File: src/rtl/otter_intr_ctrl.sv
// otter_intr_ctrl
//   Interrupt controller between the OTTER board peripherals and the OTTER_MCU
//   INTR input. Each raw request is synchronised and edge detected, then
//   latched into a pending register. Pending bits are masked and the lowest
//   index wins. One INTR line is held until software acknowledges or cancels
//   the request. After that, a holdoff window forces INTR low.
//
//   Optional feature: define INTC_LEVEL_EN to add a per-source level-mode
//   register at LEVEL_AD. When the macro is undefined, every source is edge
//   mode and LEVEL_AD is not decoded.
//
// Ports
//   CLK         in   1      system clock, the only clock
//   RST         in   1      synchronous, active-high reset
//   IRQ_IN      in   N_SRC  raw interrupt requests, asynchronous to CLK
//   IOBUS_ADDR  in   32     MCU IO address
//   IOBUS_OUT   in   32     MCU IO write data
//   IOBUS_WR    in   1      MCU IO write strobe, one cycle per store
//   RD_DATA     out  32     read data, combinational from registers
//   RD_HIT      out  1      IOBUS_ADDR matches a register of this block
//   INTR        out  1      interrupt request to the MCU
//   DBG_STATE   out  2      current FSM state (debug observation)
//
// Register map
//   PEND_AD   R, write-1-to-clear. Set beats clear on the same bit.
//   MASK_AD   R/W enable mask.
//   CAUSE_AD  R {valid(31), 27'b0, cause[3:0]}. Any write acknowledges.
//   LEVEL_AD  R/W level select (INTC_LEVEL_EN only).
//
// Bus handshake
//   A write is a single cycle with IOBUS_WR=1. It takes effect at that
//   posedge, and a read in the following cycle shows the new value. No
//   back-pressure exists: every access completes in one cycle.
module otter_intr_ctrl #(
  parameter int          N_SRC       = 4,
  parameter int          SYNC_STAGES = 2,
  parameter int          HOLDOFF_CYC = 4,
  parameter logic [31:0] PEND_AD     = 32'h1130_0000,
  parameter logic [31:0] MASK_AD     = 32'h1134_0000,
  parameter logic [31:0] CAUSE_AD    = 32'h1138_0000,
  parameter logic [31:0] LEVEL_AD    = 32'h113C_0000
) (
  input  logic             CLK,
  input  logic             RST,
  input  logic [N_SRC-1:0] IRQ_IN,
  input  logic [31:0]      IOBUS_ADDR,
  input  logic [31:0]      IOBUS_OUT,
  input  logic             IOBUS_WR,
  output logic [31:0]      RD_DATA,
  output logic             RD_HIT,
  output logic             INTR,
  output logic [1:0]       DBG_STATE
);

  localparam logic [1:0] S_IDLE    = 2'd0;
  localparam logic [1:0] S_ASSERT  = 2'd1;
  localparam logic [1:0] S_HOLDOFF = 2'd2;

  localparam int CW = $clog2(HOLDOFF_CYC + 1);

  logic [SYNC_STAGES-1:0][N_SRC-1:0] sync_q;
  logic [N_SRC-1:0] prev_q;
  logic [N_SRC-1:0] pend_q, pend_d;
  logic [N_SRC-1:0] mask_q, mask_d;
  logic [1:0]       state_q, state_d;
  logic [3:0]       cause_q, cause_d;
  logic [CW-1:0]    cnt_q, cnt_d;

  logic [N_SRC-1:0] synced;
  logic [N_SRC-1:0] rise;
  logic [N_SRC-1:0] wdata;
  logic [N_SRC-1:0] eligible;
  logic [N_SRC-1:0] cause_oh;
  logic [N_SRC-1:0] clr;
  logic [N_SRC-1:0] level_sel;
  logic [3:0]       winner;
  logic             hit_pend, hit_mask, hit_cause;
  logic             wr_pend, wr_mask, wr_cause;
  logic             ack_ok, cancel;

  // Only the low N_SRC bits of the write data address a source.
  logic unused_wdata;
  assign unused_wdata = ^IOBUS_OUT[31:N_SRC];

  assign wdata     = IOBUS_OUT[N_SRC-1:0];
  assign hit_pend  = (IOBUS_ADDR == PEND_AD);
  assign hit_mask  = (IOBUS_ADDR == MASK_AD);
  assign hit_cause = (IOBUS_ADDR == CAUSE_AD);
  assign wr_pend   = IOBUS_WR && hit_pend;
  assign wr_mask   = IOBUS_WR && hit_mask;
  assign wr_cause  = IOBUS_WR && hit_cause;

  assign synced   = sync_q[SYNC_STAGES-1];
  assign rise     = synced & ~prev_q;
  assign eligible = pend_q & mask_q;

`ifdef INTC_LEVEL_EN
  logic [N_SRC-1:0] level_q, level_d;
  logic             hit_level, wr_level;

  assign hit_level = (IOBUS_ADDR == LEVEL_AD);
  assign wr_level  = IOBUS_WR && hit_level;
  assign level_sel = level_q;

  always_comb begin
    level_d = level_q;
    if (wr_level) level_d = wdata;
  end

  always_ff @(posedge CLK) begin
    if (RST) level_q <= '0;
    else     level_q <= level_d;
  end
`else
  logic unused_level;
  assign unused_level = (IOBUS_ADDR == LEVEL_AD);
  assign level_sel    = '0;
`endif

  always_comb begin
    cause_oh = '0;
    for (int i = 0; i < N_SRC; i++) cause_oh[i] = (cause_q == i[3:0]);
  end

  // Scanning from the top down leaves the lowest set index in winner.
  always_comb begin
    winner = '0;
    for (int i = N_SRC - 1; i >= 0; i--) begin
      if (eligible[i]) winner = i[3:0];
    end
  end

  assign ack_ok = wr_cause && (state_q == S_ASSERT);
  // A W1C that targets the committed source withdraws the request. This
  // happens even when a new edge on that source re-sets the pending bit in
  // the same cycle.
  assign cancel = wr_pend && (state_q == S_ASSERT) && |(wdata & cause_oh);

  always_comb begin
    clr = '0;
    if (wr_pend) clr = clr | wdata;
    if (ack_ok)  clr = clr | cause_oh;
    // A new edge beats a clear that lands on the same bit.
    pend_d = (pend_q & ~clr) | rise;
    // Level-mode bits follow the synchronised input. W1C and ack cannot
    // clear them while the input is high.
    for (int i = 0; i < N_SRC; i++) begin
      if (level_sel[i]) pend_d[i] = synced[i];
    end
  end

  always_comb begin
    mask_d = mask_q;
    if (wr_mask) mask_d = wdata;
  end

  always_comb begin
    state_d = state_q;
    cause_d = cause_q;
    cnt_d   = cnt_q;
    case (state_q)
      S_IDLE: begin
        if (|eligible) begin
          state_d = S_ASSERT;
          cause_d = winner;
        end
      end
      S_ASSERT: begin
        // Mask changes are ignored here: the request is already committed.
        if (ack_ok || cancel) begin
          state_d = S_HOLDOFF;
          cnt_d   = CW'(HOLDOFF_CYC - 1);
        end
      end
      S_HOLDOFF: begin
        if (cnt_q == '0) state_d = S_IDLE;
        else             cnt_d   = cnt_q - 1'b1;
      end
      default: state_d = S_IDLE;
    endcase
  end

  always_ff @(posedge CLK) begin
    if (RST) begin
      sync_q  <= '0;
      prev_q  <= '0;
      pend_q  <= '0;
      mask_q  <= '0;
      state_q <= S_IDLE;
      cause_q <= '0;
      cnt_q   <= '0;
    end else begin
      sync_q  <= {sync_q[SYNC_STAGES-2:0], IRQ_IN};
      prev_q  <= synced;
      pend_q  <= pend_d;
      mask_q  <= mask_d;
      state_q <= state_d;
      cause_q <= cause_d;
      cnt_q   <= cnt_d;
    end
  end

  // INTR drops as soon as reset is applied, without waiting for the edge.
  assign INTR      = (state_q == S_ASSERT) && !RST;
  assign DBG_STATE = state_q;

  always_comb begin
    RD_DATA = '0;
    RD_HIT  = 1'b0;
    if (hit_pend) begin
      RD_HIT  = 1'b1;
      RD_DATA = {{(32 - N_SRC){1'b0}}, pend_q};
    end else if (hit_mask) begin
      RD_HIT  = 1'b1;
      RD_DATA = {{(32 - N_SRC){1'b0}}, mask_q};
    end else if (hit_cause) begin
      RD_HIT  = 1'b1;
      RD_DATA = {(state_q == S_ASSERT), 27'b0, cause_q};
    end
`ifdef INTC_LEVEL_EN
    else if (hit_level) begin
      RD_HIT  = 1'b1;
      RD_DATA = {{(32 - N_SRC){1'b0}}, level_q};
    end
`endif
  end

endmodule
File: config.mk
export PLATFORM = sky130hd
export DESIGN_NAME = otter_intr_ctrl
export DESIGN_NICKNAME = d
export VERILOG_FILES = /design/src/rtl/otter_intr_ctrl.sv
export SDC_FILE = /design/constraint.sdc
export NUM_CORES = 1
export LEC_CHECK = 0
export ABC_AREA = 1
export CORE_MARGIN = 2
export CORE_UTILIZATION = 33
export CTS_BUF_LIST = sky130_fd_sc_hd__clkbuf_4 sky130_fd_sc_hd__clkbuf_8 sky130_fd_sc_hd__clkbuf_16
export DETAILED_ROUTE_END_ITERATION = 7
export PLACE_DENSITY = 0.8
export SKIP_LAST_GASP = 1
export SLEW_MARGIN = 10
export SYNTH_ARGS = -nofsm -noshare
export SYNTH_HDL_FRONTEND = slang
export SYNTH_SLANG_ARGS = --single-unit
File: constraint.sdc
create_clock -name CLK -period 1.35 [get_ports CLK]
set_clock_uncertainty 0.1 [all_clocks]
set_input_delay 0.135 -clock CLK [delete_from_list [all_inputs] [get_ports CLK]]
set_output_delay 0.135 -clock CLK [all_outputs]
set_load 0.01 [all_outputs]
==> impl.org, run 1 <==
** Timing
- Once routing completed, OpenROAD measured the worst setup slack at -0.0930 ns.
- Unrepaired setup endpoints after global routing :: true
- Final hold viol count :: 0
- Count of endpoints failing setup in the final report :: 8
- Timing-limited maximum frequency :: 0.693 GHz
- Ratio of final minimum period to clock period :: 1.07
- On the final layout, the worst hold slack is 0.262 ns.
- Max-slew violations :: 0
- Total negative slack for setup checks :: -0.322 ns
- Final critical path time including I/O delays and setup :: around 1.4 ns

** Final layout
- Antenna diode count :: 0
- Most common cell after layout, fill and taps aside :: nor2_1
- Counting the fill cells in the layout gives about 450.
- Share of layout cells above drive strength 1 :: 0.399
- Number of nets in the finished design :: 390
- Area growth, synth to finish :: 48.2%
- The count of cells in the finished layout, fillers not included, comes to about 380.
- The top cell types in the final layout, fill and taps aside, are 34 x nor2_1, 32 x inv_1, 27 x nand2_1, 27 x conb_1, 25 x buf_2.

** Synthesis
- After synthesis the cells add up to between 1500 and 2000 sq um.
- During synthesis, Yosys emitted a total of 0 warnings.
- Fraction of the yosys area taken by sequential cells :: 0.329
- Averaged over all synthesized cells, the footprint is roughly 6.9 sq um.
- For this run, the leading register cell type out of synthesis is dfxtp_1.
- In this run, synthesis produced a sequential element count of 27.
- Count of unique library cells instantiated by Yosys :: 28
- Yosys mapped a number of flops with a built-in enable equal to 0.
- Counting flops with an async set or reset pin after synthesis yields a share of 0.
- The cell count after synthesis came out at between 200 and 250.

** Detailed routing
- Total number of vias :: 1654
- After detailed routing, the total wire length is 4160 um.
- The first routing iteration left between 150 and 200 violations.
- Routed Antenna Nets :: 0
- In the routed design, unresolved DRC markers number 0.
- After detailed routing, the average wire length per cell comes to 10.9 um.
- Dividing the detail-routed via count by the number of cells gives roughly 4.3.
- The first detailed-routing pass ran for 4 iterations.

** Global route
- The first global-routing pass estimated approximately 6100 um of wire.
- Initial antenna violation count :: 0
- GRT overflow :: 0
- Global-route total usage across every layer :: 0.139
- Entering global routing, the biggest net connects 17 pins.
- The via count of the first global-routing pass is 1394.

** Worst hold path
- Worst hold-check path type :: input port to flip-flop
- Start point of the worst min-delay path :: IRQ_IN[3]
- Cell depth of the worst hold path :: 3
- For hold timing, the worst endpoint is sync_q[3].

** Placement
- Input and output buffers added on the ports amount to between 50 and 60.
- Including well taps, the total number of placed cells is between 300 and 400.
- Detailed placement ended at an HPWL of between 2000 and 3000 um.
- Placer Congestion :: between 0.8 and 0.9

** Clock tree
- Count of H-tree levels built during CTS :: 1
- Clock tree from TritonCTS :: yes
- Total CTS buffers :: 3
- Master cell of the clock root buffer :: clkbuf_8
- Worst-Skew Late Latency :: 0.27 ns
- No sink is reached through more buffers than the 2 on the longest clock path.
- Clock-pin slew was measured on the worst setup and hold paths at ~0.090 ns.
- TritonCTS Sinks :: 27

** Power and ir drop
- IR Drop Worst-Case VDD :: a little over 0.4 mV
- Cell leakage power :: around 1.1 nW
- The design draws between 0.0015 and 0.002 W.
- Power density over cell area :: 638 nW/um^2

** Floorplanning
- Chip width :: approximately 75 um
- The floorplan step set the die height to ~75 um.
- The die covers 5560 sq um.
- Number of standard-cell rows in the floorplan :: 25
- Top Ports :: roughly 110
- Initial standard-cell utilization of the core :: 0.346
- After floorplanning, the core was sized to cover approximately 4800 sq um.

** Setup path
- Endpoint of the lowest-slack register-to-register path :: cnt_q[0]
- Critical Path Source Type :: flip-flop
- Data arrives at the worst endpoint at 1.56 ns.
- Req. time, crit path :: 1.46 ns
- The worst register-to-register path begins at cause_q[0].
- Endpoint type of the worst setup path :: flip-flop
- In this run the register-to-register setup slack is -0.09 ns.
- In this run the worst path has a maximum fanout of 6.
- The critical path is of the flip-flop to flip-flop type.
- For the worst flop-to-flop path, the logic depth is 8.

** Job
- Max cap viols :: 0

** Status
- Outcome :: finished, violations left
- The final reports fail on setup timing.
power breakdown:
part           total [W]  internal, W  switching (W)
clock           0.000471     0.000210       0.000261
combinational   0.000262     0.000133       0.000130
sequential      0.000821     0.000812     0.00000898
total            0.00155      0.00116       0.000399
Yosys cell counts (2+ instances only):
library cell   n  area (sq um)
inv_1         39           146
o221ai_1       2          17.5
nand4_1        7          43.8
nand2_2        3          18.8
nand2_1       32           120
ha_1           2          25.0
nor2_2         4          25.0
nor2_8         2          40.0
clkbuf_1       2          7.51
a21oi_1        7          35.0
a31oi_1        3          18.8
nor2_4         3          33.8
buf_4         28           210
nor2_1        49           184
o21ai_0        3          15.0
o21ai_1        6          30.0
dfxtp_1       27           541
nand3_1        8          40.0
nand3_2        2          20.0
cells by family (layout without fill, tap and decap cells):
kind of cell	count (synthesis)	count (layout)	share of synthesized area
compound gates	24	24	0.0845
xor+xnor	1	1	0.00533
fa+ha+maj	2	2	0.0152
buf+inv	69	121	0.222
flops	27	27	0.329
other cells	1	27	0.00228
simple gates	114	114	0.342
per-layer routing:
metal / wire (um) / vias up / track usage
met5: 0 / - / 0
met4: 82 / 0 / 0.0357
met3: 299 / 10 / 0.0244
met2: 2230 / 63 / 0.257
met1: 1540 / 743 / 0.167
li1: - / 838 / -
how the worst max path moves through the flow:
stage	from	to	slack (ns)	depth (start not counted)
final	cause_q[0]	cnt_q[0]	-0.09	8
after global routing	cause_q[0]	cnt_q[0]	-0.14	8
after CTS	IOBUS_ADDR[24]	RD_DATA[1]	-0.08	10
after detailed placement	IOBUS_ADDR[28]	RD_DATA[1]	-0.87	10
after global placement	IOBUS_ADDR[28]	RD_DATA[1]	-0.85	10
after floorplan	cause_q[1]	cnt_q[0]	0.07	9
cell type report:
class / instances / area (sq um) / area share
Timing Repair Buffer: 78 / 614 / 0.252
Sequential cell: 27 / 551 / 0.226
Multi-Input combinational cell: 168 / 988 / 0.406
Clock inverter: 1 / 7.51 / 0.00308
Clock buffer: 3 / 41.3 / 0.0170
Tap cell: 67 / 83.8 / 0.0344
Inverter: 39 / 149 / 0.0612
metrics by stage:
step | setup WS, ns | utilization | cell area [sq um]
after floorplan | 0.0709 | - | 1740
after global placement | -0.854 | 0.478 | 2270
after detailed placement | -0.865 | 0.478 | 2270
after CTS | -0.0783 | 0.478 | 2270
after global routing | -0.144 | 0.512 | 2430
final | -0.0930 | 0.512 | 2430
registers in the layout, summed over array words and instances, names as in the netlist:
signal / cells
DBG_STATE: 2
cause_q: 2
cnt_q: 3
mask_q: 4
pend_q: 4
prev_q: 4
sync_q: 4
synced: 4
what timing repair did:
action / 4_1_cts / 5_1_grt
resized for setup: 167 / 36
setup endpoints to repair: 23 / 13
pin swaps: 46 / 31
setup buffers: 5 / 1
hold buffers: 0 / 0
worst max-delay path, stage by stage (launching register included):
cell     delay, ns
dfxtp_4       0.37
buf_6         0.12
nand3_1       0.10
nand4_1       0.18
nand4_4       0.15
nand3_4       0.12
nand2_2       0.08
nand2_1       0.05
nor2_1        0.12
(Power assumes the default switching activity.)
==> run 2, diff against run 1 <==
--- a/config.mk
+++ b/config.mk
@@ -6,6 +6,7 @@
 export NUM_CORES = 1
 export LEC_CHECK = 0
 export ABC_AREA = 1
+export CAP_MARGIN = 10
 export CORE_MARGIN = 2
 export CORE_UTILIZATION = 33
 export CTS_BUF_LIST = sky130_fd_sc_hd__clkbuf_4 sky130_fd_sc_hd__clkbuf_8 sky130_fd_sc_hd__clkbuf_16
==> results of run 2 <==
The final DEF is identical to that of run 1; final timing and power are the same.
==> run 3, diff against run 2 <==
==> constraint.sdc (replaced) <==
create_clock -name CLK -period 1.3 [get_ports CLK]
set_clock_uncertainty 0.1 [all_clocks]
set_input_delay 0.13 -clock CLK [delete_from_list [all_inputs] [get_ports CLK]]
set_output_delay 0.13 -clock CLK [all_outputs]
set_load 0.01 [all_outputs]
==> run 3 against run 2 <==
Effect of this change:
- the run still ends with setup timing left
- count of clock-buffer cells in the layout did not move
- first-iteration DRC count fell by 15%
- non-clock buffer count rose by 1
- largest cell class unchanged
- setup slack improved by 0.0069 ns
- utilization is 0.58 points higher
- clock power is 11% higher
- critical path depth up 1
==> impl.org, run 3 (synthesized netlist as in run 1, its figures left out) <==
** Global route
- Largest net degree at the start of global routing :: 21
- The initial antenna violation count is 0.
- The via count of the first global-routing pass was roughly 1500.
- First-pass GRT wire length :: between 6000 and 7000 um
- Global routing finished with a remaining overflow of 0.
- Across every metal layer, demand over resource in global routing totals 0.151.

** Timing
- Setup violations remaining at the end of the flow were counted as 8.
- For this run, the top clock speed supported by timing is 0.721 GHz.
- After layout, the worst setup slack is -0.0861 ns.
- Final hold viol count :: 0
- Setup repair after global routing could not meet its margin everywhere.
- The max-slew violation count is 0.
- Ratio of final minimum period to clock period :: 1.07
- Final critical path time including I/O delays and setup :: 1.39 ns

** Power and ir drop
- The worst-case IR drop observed on VDD is ~0.34 mV.
- Power density over cell area :: between 600 and 700 nW/um^2
- Post-layout power :: about 0.0016 W
- Cell leakage power :: around 1.1 nW

** Detailed routing
- Wire segments on met3 add up to 243 um in the final route.
- For this run, design rule violations remaining after detail routing come to 0.
- Across all layers, the routed design uses between 1500 and 2000 vias.
- Routed Antenna Nets :: 0
- The detailed router used layers up to and including met4.
- Vias per Instance :: about 4.3
- Summed over all nets, wire length on met2 after detailed routing comes to around 2300 um.
- Routed length on met1 :: 1610 um
- In this run, the number of DRC markers left after iteration 0 of detailed routing was between 150 and 200.
- For this block, the routed nets add up to ~4300 um of wire.
- In the final routed layout, each cell accounts on average for about 11 um.
- Number of iterations in the first detailed-routing pass :: 4

** Final layout
- Share of layout cells above drive strength 1 :: 0.423
- The library cell used most frequently in the layout, excluding fill and tap cells, is nor2_1.
- Summing all non-filler instances in the final layout gives an area of roughly 2500 sq um.
- Area growth, synth to finish :: 49.9%
- At the end of the flow, the number of nets in the layout was approximately 400.
- The repair_antennas step left the layout with diodes totalling 0.
- The top cell types in the final layout, fill and taps aside, are 35 x nor2_1, 27 x inv_1, 27 x nand2_1, 27 x conb_1, 26 x buf_2.
- Once layout is complete, the utilization of the core stands at 0.518.

** Clock tree
- Reg clk slew, reported paths :: approximately 0.11 ns
- The clock drives 27 sinks.
- No sink is reached through more buffers than the 2 on the longest clock path.
- In this run the clock root is driven by a clkbuf_8.
- Clock tree from TritonCTS :: yes
- Worst-Skew Late Latency :: between 0.2 and 0.3 ns
- Count of H-tree levels built during CTS :: 1
- TritonCTS created 3 clock buffers.
- Post-CTS Hold Buffers :: 0

** Setup path
- Endpoint of the lowest-slack register-to-register path :: cnt_q[1]
- The critical path runs through a total of 9 cells.
- Tracing the worst setup path back leads to its startpoint at cause_q[0].
- R2r worst-path depth :: 9
- Crit path top cell by count :: nand2_1
- Req. time, crit path :: 1.38 ns
- Longest individual stage delay on the worst path :: about 0.37 ns
- On the critical path, the stage with the largest delay is an instance of dfxtp_4.
- The number of buffers and inverters on the critical path is 1.
- Traced cell by cell, the critical path runs through buf_6 > nor2_4 > nand2_1 > nand4_1 > nand4_2 > nand3_4 > nand2_1 > nand2_1 > nor2_1.
- The worst setup path is of the flip-flop to flip-flop kind.
- The worst register-to-register path begins at cause_q[0].
- Crit path DAT :: between 1 and 1.5 ns
- Largest fanout on the critical path :: 6
- The most critical setup path has its endpoint at cnt_q[1].
- Endpoint type of the worst setup path :: flip-flop
- The worst register-to-register path has a setup slack of -0.09 ns.
- Crit-path leading delay family :: simple AND/OR/NAND/NOR gates
- The worst setup path is launched from a flip-flop.

** Status
- Outcome :: finished, violations left
- The final reports fail on setup timing.

** Floorplanning
- Initial standard-cell utilization of the core :: 0.346
- Chip width :: between 70 and 80 um
- Placeable Area :: about 4800 sq um
- The floorplan step set the die height to about 75 um.
- For this design the top-level I/O count stands at around 110.
- The floorplan step defined a die boundary enclosing 5560 sq um.
- In this run the core area contains 25 standard-cell rows.

** Job
- Max cap viols :: 0

** Placement
- Detailed placer's ending HPWL :: 3050 um
- Post-placement cell area :: about 2300 sq um
- Placer Congestion :: roughly 0.83
- OpenSTA, run right after detailed placement, puts the worst setup slack at -0.915 ns.
- The count of buffers added on input and output ports is slightly above 50.

** Worst hold path
- Worst hold-check path type :: input port to flip-flop
run 3: changes by cell type in the layout (fill, tap and decap cells not counted), moves of 2 or more:
cell      previous run  this run
dfxtp_1             23        21
inv_2                6         9
nor2_4              12        14
buf_4               24        22
nor2_2              10         7
nand3_2              3         1
dfxtp_2              2         4
inv_1               32        27
clkbuf_2             0         2
run 3: how the worst min path moves through the flow:
stage	to	from	depth (start not counted)
floorplan	sync_q[0]	IRQ_IN[0]	2
global placement	synced[0]	sync_q[0]	2
detailed placement	synced[3]	sync_q[3]	2
CTS	sync_q[1]	IRQ_IN[1]	3
global route	sync_q[1]	IRQ_IN[1]	3
finish	sync_q[1]	IRQ_IN[1]	3
run 3: power by group:
part	internal [W]	switching, W
Clock	0.000226	0.000295
Sequential	0.000844	0.00000880
Combinational	0.000133	0.000137
run 3: metal layers:
layer	global-route usage	up-vias
met3	0.0176	8
met5	0	-
met2	0.282	61
met4	0.0377	0
li1	-	837
met1	0.181	734
run 3: tightest hold or removal path: stages:
cell	delay, ns
clkdlybuf4s50_1	0.39
inv_1	0.05
nor2_1	0.03
run 3: layout make-up:
class                      count  area, sq um
inverter                      39          155
clock inverter                 1         8.76
tap                           67         83.8
multi-input combinational    168          996
timing repair buffer          79          624
sequential                    27          553
fill                         447         2290
clock buffer                   3         41.3
run 3: metrics by stage:
stage,std cells,hold slack [ns],TNS (ns)
after floorplan,264,0.137,0
after global placement,377,0.291,-11.72
after detailed placement,377,0.292,-12.14
after CTS,383,0.243,-0.718
after global routing,384,0.245,-1.24
final,384,0.241,-0.502
run 3: timing repair:
| action | CTS | global route |
|---|---|---|
| pin swaps | 43 | 29 |
| hold endpoints to repair | 0 | 0 |
| resized for setup | 169 | 44 |
| buffers inserted | 3 | 1 |
| endpoints found under the setup margin | 23 | 18 |
